--- src/rtl/io_pkg.sv ---
// Shared constants for the board input conditioner and the LSU IO boundary.
package io_pkg;

  // Word width the LSU reads for memory-mapped inputs.
  localparam int unsigned IO_W          = 32;

  // Default conditioner geometry for the DE2 board.
  localparam int unsigned SW_W_DEF      = 18;
  localparam int unsigned KEY_W_DEF     = 4;

  // 10 ms at 50 MHz; the counter width must hold DB_CYCLES-1.
  localparam int unsigned DB_CYCLES_DEF = 500000;
  localparam int unsigned CNT_W_DEF     = 20;

  // True when a counter of cnt_w bits can reach db_cycles-1 without wrapping.
  function automatic bit cnt_fits(input int unsigned db_cycles, input int unsigned cnt_w);
    return (64'(db_cycles) <= (64'(1) << cnt_w));
  endfunction

endpackage

--- src/rtl/debounce_bit.sv ---
// One conditioned input bit: 2-flop synchroniser, counter debouncer and
// registered rise/fall flags. The input is already in active-high form.
module debounce_bit
  import io_pkg::*;
#(
  parameter int unsigned DB_CYCLES = DB_CYCLES_DEF,
  parameter int unsigned CNT_W     = CNT_W_DEF
) (
  input  logic i_clk,
  input  logic i_rst_n,
  input  logic i_raw,
  output logic o_stable,
  output logic o_rise,
  output logic o_fall
);

  // Last count value; reaching it while still differing accepts the new level.
  localparam logic [CNT_W-1:0] CNT_LAST = CNT_W'(DB_CYCLES - 1);

  logic             r_s1;
  logic             r_s2;
  logic             r_stable;
  logic             r_rise;
  logic             r_fall;
  logic [CNT_W-1:0] r_cnt;

  logic             w_differ;
  logic             w_accept;

  assign w_differ = r_s2 ^ r_stable;
  assign w_accept = w_differ && (r_cnt == CNT_LAST);

  // Synchronise, count how long the synced level has differed, and accept it.
  always_ff @(posedge i_clk) begin
    if (!i_rst_n) begin
      r_s1     <= 1'b0;
      r_s2     <= 1'b0;
      r_stable <= 1'b0;
      r_cnt    <= '0;
      r_rise   <= 1'b0;
      r_fall   <= 1'b0;
    end else begin
      r_s1   <= i_raw;
      r_s2   <= r_s1;
      // Edge flags are set on the same edge that flips the stable level.
      r_rise <= w_accept & r_s2;
      r_fall <= w_accept & ~r_s2;
      if (!w_differ) begin
        r_cnt <= '0;
      end else if (w_accept) begin
        r_stable <= r_s2;
        r_cnt    <= '0;
      end else begin
        r_cnt <= r_cnt + CNT_W'(1);
      end
    end
  end

  assign o_stable = r_stable;
  assign o_rise   = r_rise;
  assign o_fall   = r_fall;

endmodule

--- src/rtl/io_input_conditioner.sv ---
// Conditions raw DE2 switches and active-low push keys into clean 32-bit
// words for the core's memory-mapped inputs, plus key press/release pulses.
module io_input_conditioner
  import io_pkg::*;
#(
  parameter int unsigned SW_W      = SW_W_DEF,
  parameter int unsigned KEY_W     = KEY_W_DEF,
  parameter int unsigned DB_CYCLES = DB_CYCLES_DEF,
  parameter int unsigned CNT_W     = CNT_W_DEF
) (
  input  logic              clk_i,
  input  logic              rst_ni,
  input  logic [SW_W-1:0]   sw_raw_i,
  input  logic [KEY_W-1:0]  key_raw_ni,
  output logic [IO_W-1:0]   io_sw_o,
  output logic [IO_W-1:0]   io_key_o,
  output logic [KEY_W-1:0]  key_press_o,
  output logic [KEY_W-1:0]  key_release_o
);

  logic [SW_W-1:0]  w_sw_stable;
  logic [SW_W-1:0]  w_sw_rise_unused;
  logic [SW_W-1:0]  w_sw_fall_unused;
  logic [KEY_W-1:0] w_key_stable;

  // Switches: level only, the edge flags are left unconnected downstream.
  for (genvar g = 0; g < SW_W; g++) begin : g_sw
    debounce_bit #(
      .DB_CYCLES (DB_CYCLES),
      .CNT_W     (CNT_W)
    ) u_db (
      .i_clk    (clk_i),
      .i_rst_n  (rst_ni),
      .i_raw    (sw_raw_i[g]),
      .o_stable (w_sw_stable[g]),
      .o_rise   (w_sw_rise_unused[g]),
      .o_fall   (w_sw_fall_unused[g])
    );
  end

  // Keys: inverted ahead of the synchroniser so 1 means pressed everywhere.
  for (genvar g = 0; g < KEY_W; g++) begin : g_key
    debounce_bit #(
      .DB_CYCLES (DB_CYCLES),
      .CNT_W     (CNT_W)
    ) u_db (
      .i_clk    (clk_i),
      .i_rst_n  (rst_ni),
      .i_raw    (~key_raw_ni[g]),
      .o_stable (w_key_stable[g]),
      .o_rise   (key_press_o[g]),
      .o_fall   (key_release_o[g])
    );
  end

  // Zero-extend the stable levels straight from their flops.
  assign io_sw_o  = IO_W'(w_sw_stable);
  assign io_key_o = IO_W'(w_key_stable);

endmodule

--- config.mk ---
export PLATFORM = sky130hd
export DESIGN_NAME = io_input_conditioner
export DESIGN_NICKNAME = d
export VERILOG_FILES = /design/src/rtl/io_pkg.sv /design/src/rtl/debounce_bit.sv /design/src/rtl/io_input_conditioner.sv
export SDC_FILE = /design/constraint.sdc
export NUM_CORES = 1
export LEC_CHECK = 0
export CORE_MARGIN = 5
export CORE_UTILIZATION = 30
export CTS_CLUSTER_DIAMETER = 200
export DETAILED_ROUTE_END_ITERATION = 12
export PLACE_DENSITY_LB_ADDON = 0.05
export SLEW_MARGIN = 40
export SYNTH_ARGS = -nofsm -noshare
export SYNTH_HDL_FRONTEND = slang
export SYNTH_SLANG_ARGS = --single-unit
--- constraint.sdc ---
create_clock -name clk_i -period 6.6 [get_ports clk_i]
set_input_delay 0.99 -clock clk_i [delete_from_list [all_inputs] [get_ports clk_i]]
set_output_delay 0.99 -clock clk_i [all_outputs]
set_load 0.01 [all_outputs]
# == Yosys cells after proc, flatten, opt, wreduce, memory -nomap -nowiden ==
# Cells that the tools add are included.
# totals
wordCells,267
register_bits,514
out_inout_bits,72
input_bits,24
# op_classes
add_sub_neg,22
eq_ne,22
n_reduce_logical,66
bitwise_logic,61
# op_table
cell,count
"20-bit by 1-bit adder with 20-bit output, second input constant",22
"20-bit by 19-bit == test with 1-bit output, second input constant",22
3-bit OR reduction,22
2-bit AND reduction,22
1-bit NOT,31
1-bit logical AND,22
1-bit bitwise XOR,22
1-bit bitwise AND,8

# == Logic depth before layout (Yosys ltp) ==
# depth
ltp_word,3
mapped_depth,7
ltp_nobuf,5

# == Modules after synthesis ==
# From an unflattened synthesis, not the netlist that was laid out.
# hier_totals
hier_cells,2662
area_unflattened_um2,24342.1
# modules_own_cells
module,n_inst,cells_each,area_each_um2
debounce_bit at g_key[0].u_db ...,21,119,1091.0
debounce_bit at g_sw[9].u_db,1,116,1096.1
io_input_conditioner,1,47,334.1

# == Least setup slack after synthesis ==
# Ideal clock, no wire load.
# synth_timing
path_kind,input -> register
from,input rst_ni
to,register g_sw[11].u_db.r_cnt[10]
path_buffers,3
setup_slack_ns,4.320
arrival_time_ns,2.215
path_stages,5
path_cell_list,clkbuf_1 -> clkbuf_1 -> o211ai_1 -> clkbuf_1 -> nor2_1
# synth_via
elab_chain_len,2
# synth_lines
item,line_no,text
from (decl),io_input_conditioner.sv:12,"input logic rst_ni,"
1-bit NOT (no source line),n/a,
3-bit OR reduction (no source line),n/a,
to (signal assigned),debounce_bit.sv:54,r_cnt <= r_cnt + CNT_W'(1);
to (decl),debounce_bit.sv:25,logic [CNT_W-1:0] r_cnt;
# No other way between the ends.
# A chain may end at the register's enable or synchronous reset.

# == Worst setup path after layout ==
# layout_timing
from,register g_sw[0].u_db.r_stable
to,output io_sw_o[0]
# layout_lines
item,line_no,text
from (decl),debounce_bit.sv:22,logic r_stable;
from (signal assigned),debounce_bit.sv:51,r_stable <= r_s2;
to (decl),io_input_conditioner.sv:15,"output logic [IO_W-1:0] io_sw_o,"
# No word-level cell between the ends.

==> impl_metrics.sql <==
INSERT INTO impl_metrics (metric_group, metric, value, unit) VALUES
('status', 'status', 'completed', ''),
('timing', 'timing.slew.headroom', '50.7', '%'),
('clocking', 'cts_resized', '0', ''),
('timing', 'slew_viol_final', '0', ''),
('timing', 'worst_pin_slew', '0.733', 'ns'),
('clocking', 'htree_levels', '2', ''),
('timing', 'layout_min_cycle_time', '2.64', 'ns'),
('clocking', 'cts_buffer_depth', '3', ''),
('global_route', 'congestion_overflow_gr', '0', ''),
('cells_and_area', 'synthToLayoutAreaGrowth', '15.2', '%'),
('floorplanning', 'fp.coreArea', '75600', 'um^2'),
('clocking', 'cts_inserted_buffers', '61', ''),
('synth', 'synth_edf_count', '0', ''),
('critical_path', 'worst_path_max_fanout', '4', ''),
('timing', 'grt_setup_unrepaired', 'no', ''),
('critical_path', 'crit_chain', 'clkdlybuf4s50_1', ''),
('clocking', 'clkLatencyLatePin', '0.62', 'ns'),
('placed_design', 'dp_hpwl', '31900', 'um'),
('floorplanning', 'chipHeight', '285', 'um'),
('clocking', 'cts-hold-fix-buffers', '0', ''),
('synth', 'synthesis.yosys.warnings', '0', ''),
('floorplanning', 'std_cell_rows', '101', ''),
('drt', 'wirelength', '48000', 'um'),
('global_route', 'largest_net_degree_at_the_start_of_global_routing', '56', ''),
('critical_path', 'timing.setup.critical_path_class', 'reg -> out', ''),
('placed_design', 'gp_congestion', '0.731', ''),
('clocking', 'cts_tree', 'yes', ''),
('power', 'power', '0.00683', 'W'),
('clocking', 'clock-sinks', '514', ''),
('drt', 'pre_antenna_drt_iters', '5', ''),
('critical_path', 'path_delay_family', 'buffers and inverters', ''),
('power', 'cellLeakagePower', '7.83', 'nW'),
('min_path', 'hp-class', 'reg -> reg', ''),
('global_route', 'grt_pass1_vias', '17000', ''),
('synth', 'synth.top_cell.area_share', '45.3', '%'),
('critical_path', 'cp-end-kind', 'primary output', ''),
('clocking', 'cts_setup_buffers', '0', ''),
('timing', 'finClkSkew', '0.0201', 'ns'),
('cells_and_area', 'final_layout_size_suffix_gt1_share', '5.77', '%'),
('critical_path', 'worst-r2r-setup-slack', '4.28', 'ns'),
('timing', 'setup_total_negative_slack', '0', 'ns'),
('synth', 'yosysSeqAreaShare', '45.3', '%'),
('cells_and_area', 'finish.cell_count_without_fillers', '3649', ''),
('timing', 'fin_crit_sh', '40.0', '%'),
('critical_path', 'critical_path.n_buffers_inverters', '1', ''),
('critical_path', 'worstSetupStartpointType', 'flop', ''),
('placed_design', 'numPlacedInstances', '3537', ''),
('global_route', 'antenna_found_initial', '0', ''),
('synth', 'netlist_top_cells_area', 'dfxtp_1 (45%), xnor2_1 (6.1%), nor2_1 (5.9%)', ''),
('global_route', 'grt.total_usage', '11.6', '%'),
('critical_path', 'crit_path_max_incr_delay', '0.60', 'ns'),
('timing', 'setup_viol_count_final', '0', ''),
('synth', 'syn-instance-count', '2595', ''),
('drt', 'drt-wirelength-per-cell', '13.1', 'um'),
('floorplanning', 'boundaryPins', '96', ''),
('cells_and_area', 'final_cell_mix', 'dfxtp_1 (514), nor2_1 (356), xnor2_1 (157), xor2_1 (148), nand4_1 (142)', ''),
('placed_design', 'place.port_buffers', '53', ''),
('synth', 'yosys_register_bits', '514', ''),
('drt', 'detailedRoute.firstIterationViolations', '805', ''),
('drt', 'detail_route.drc_violations', '0', ''),
('power', 'vdd_drop_max', '0.000203', 'V'),
('synth', 'yosys_most_used_dff', 'dfxtp_1', ''),
('critical_path', 'timing.critical_path.slowest_stage_cell', 'clkdlybuf4s50_1', ''),
('critical_path', 'arrival', '1.65', 'ns'),
('floorplanning', 'initial_core_utilization', '30.1', '%'),
('cells_and_area', 'final.fill_count', '7704', ''),
('synth', 'synth.distinct_cells', '50', ''),
('clocking', 'cts-root-buf', 'clkbuf_16', ''),
('floorplanning', 'chipWidth', '285', 'um'),
('timing', 'maxClockFrequency', '0.379', 'GHz'),
('cells_and_area', 'mostFrequentLayoutCell', 'dfxtp_1', '');
-- cell families after synthesis --
family | Yosys count | share of synthesized area (%)
muxes | 1 | 0.0440
DFF | 514 | 45.3
buffers and inverters | 239 | 5.25
and+or+nand+nor | 1225 | 29.0
xor gates and xnor gates | 305 | 11.8
adders and majority gates | 22 | 1.21
AOI/OAI and AO/OA | 288 | 7.44
other | 1 | 0.0165
-- where the power goes --
part           total (W)  leakage, nW  switching, W  internal (W)
Sequential       0.00313         4.15    0.00000990       0.00312
Clock            0.00361         1.07       0.00134       0.00227
Combinational  0.0000890         2.61     0.0000596     0.0000295
Total            0.00683         7.83       0.00141       0.00542
-- layer usage --
layer	wire length [um]	GRT usage, %	up-vias
met5	0	0	-
met4	980	2.96	0
met3	1730	2.40	70
met2	21200	18.8	156
met1	24000	15.7	8206
li1	-	-	9156
-- sequential cells by signal (all words and copies together), names as in the netlist --
register and flops:
g_sw.u_db.r_cnt 360, g_sw.u_db.o_stable 18, g_key.u_db.r_cnt 80, g_sw.u_db.r_s2 18, g_key.u_db.o_fall 4, g_sw.u_db.r_s1 18, g_key.u_db.r_s1 4, g_key.u_db.o_stable 4
g_key.u_db.r_s2 4, g_key.u_db.o_rise 4
-- through the flow --
stage	setup WS (ns)	utilization, %	hold WS (ns)	instance area [um^2]
final	3.96	34.6	0.430	26200
after floorplan	4.32	-	0.412	22900
after CTS	3.88	34.6	0.431	26100
after detailed placement	3.50	31.7	0.419	23900
after global routing	3.87	34.6	0.450	26200
after global placement	3.57	31.7	0.417	23900
-- worst paths after layout --
| check | start | depth (start not counted) | endpoint |
|---|---|---|---|
| min reg2reg | g_sw[13].u_db.r_s1 | 1 | g_sw[13].u_db.r_s2 |
| max | g_sw[0].u_db.o_stable | 1 | io_sw_o[0] |
| min | g_sw[13].u_db.r_s1 | 1 | g_sw[13].u_db.r_s2 |
| max reg2reg | g_sw[2].u_db.r_cnt[0] | 5 | g_sw[2].u_db.r_cnt[5] |
-- Yosys cell counts, types with 21 or more instances --
cell,instances
dfxtp_1,514
nor2_1,356
xnor2_1,157
xor2_1,148
nand4_1,142
nand3_1,141
a21oi_1,126
nand2_1,120
inv_1,91
or3_1,82
o21ai_0,78
buf_4,76
nor3_1,67
or4_1,66
clkbuf_1,61
and2_1,56
nor4_1,54
and4_1,44
o31ai_1,39
and3_1,24
ha_1,22
nor4b_1,21
-- layout make-up --
cell class / instances / area (um^2) / share of cell area (%)
clock buffer: 86 / 1790 / 6.85
timing repair buffer: 71 / 663 / 2.53
clock inverter: 26 / 394 / 1.51
inverter: 91 / 342 / 1.30
multi-input combinational: 1883 / 11500 / 43.8
tap: 978 / 1220 / 4.67
sequential: 514 / 10300 / 39.3
Note: power is estimated with default switching activity, not from simulation.
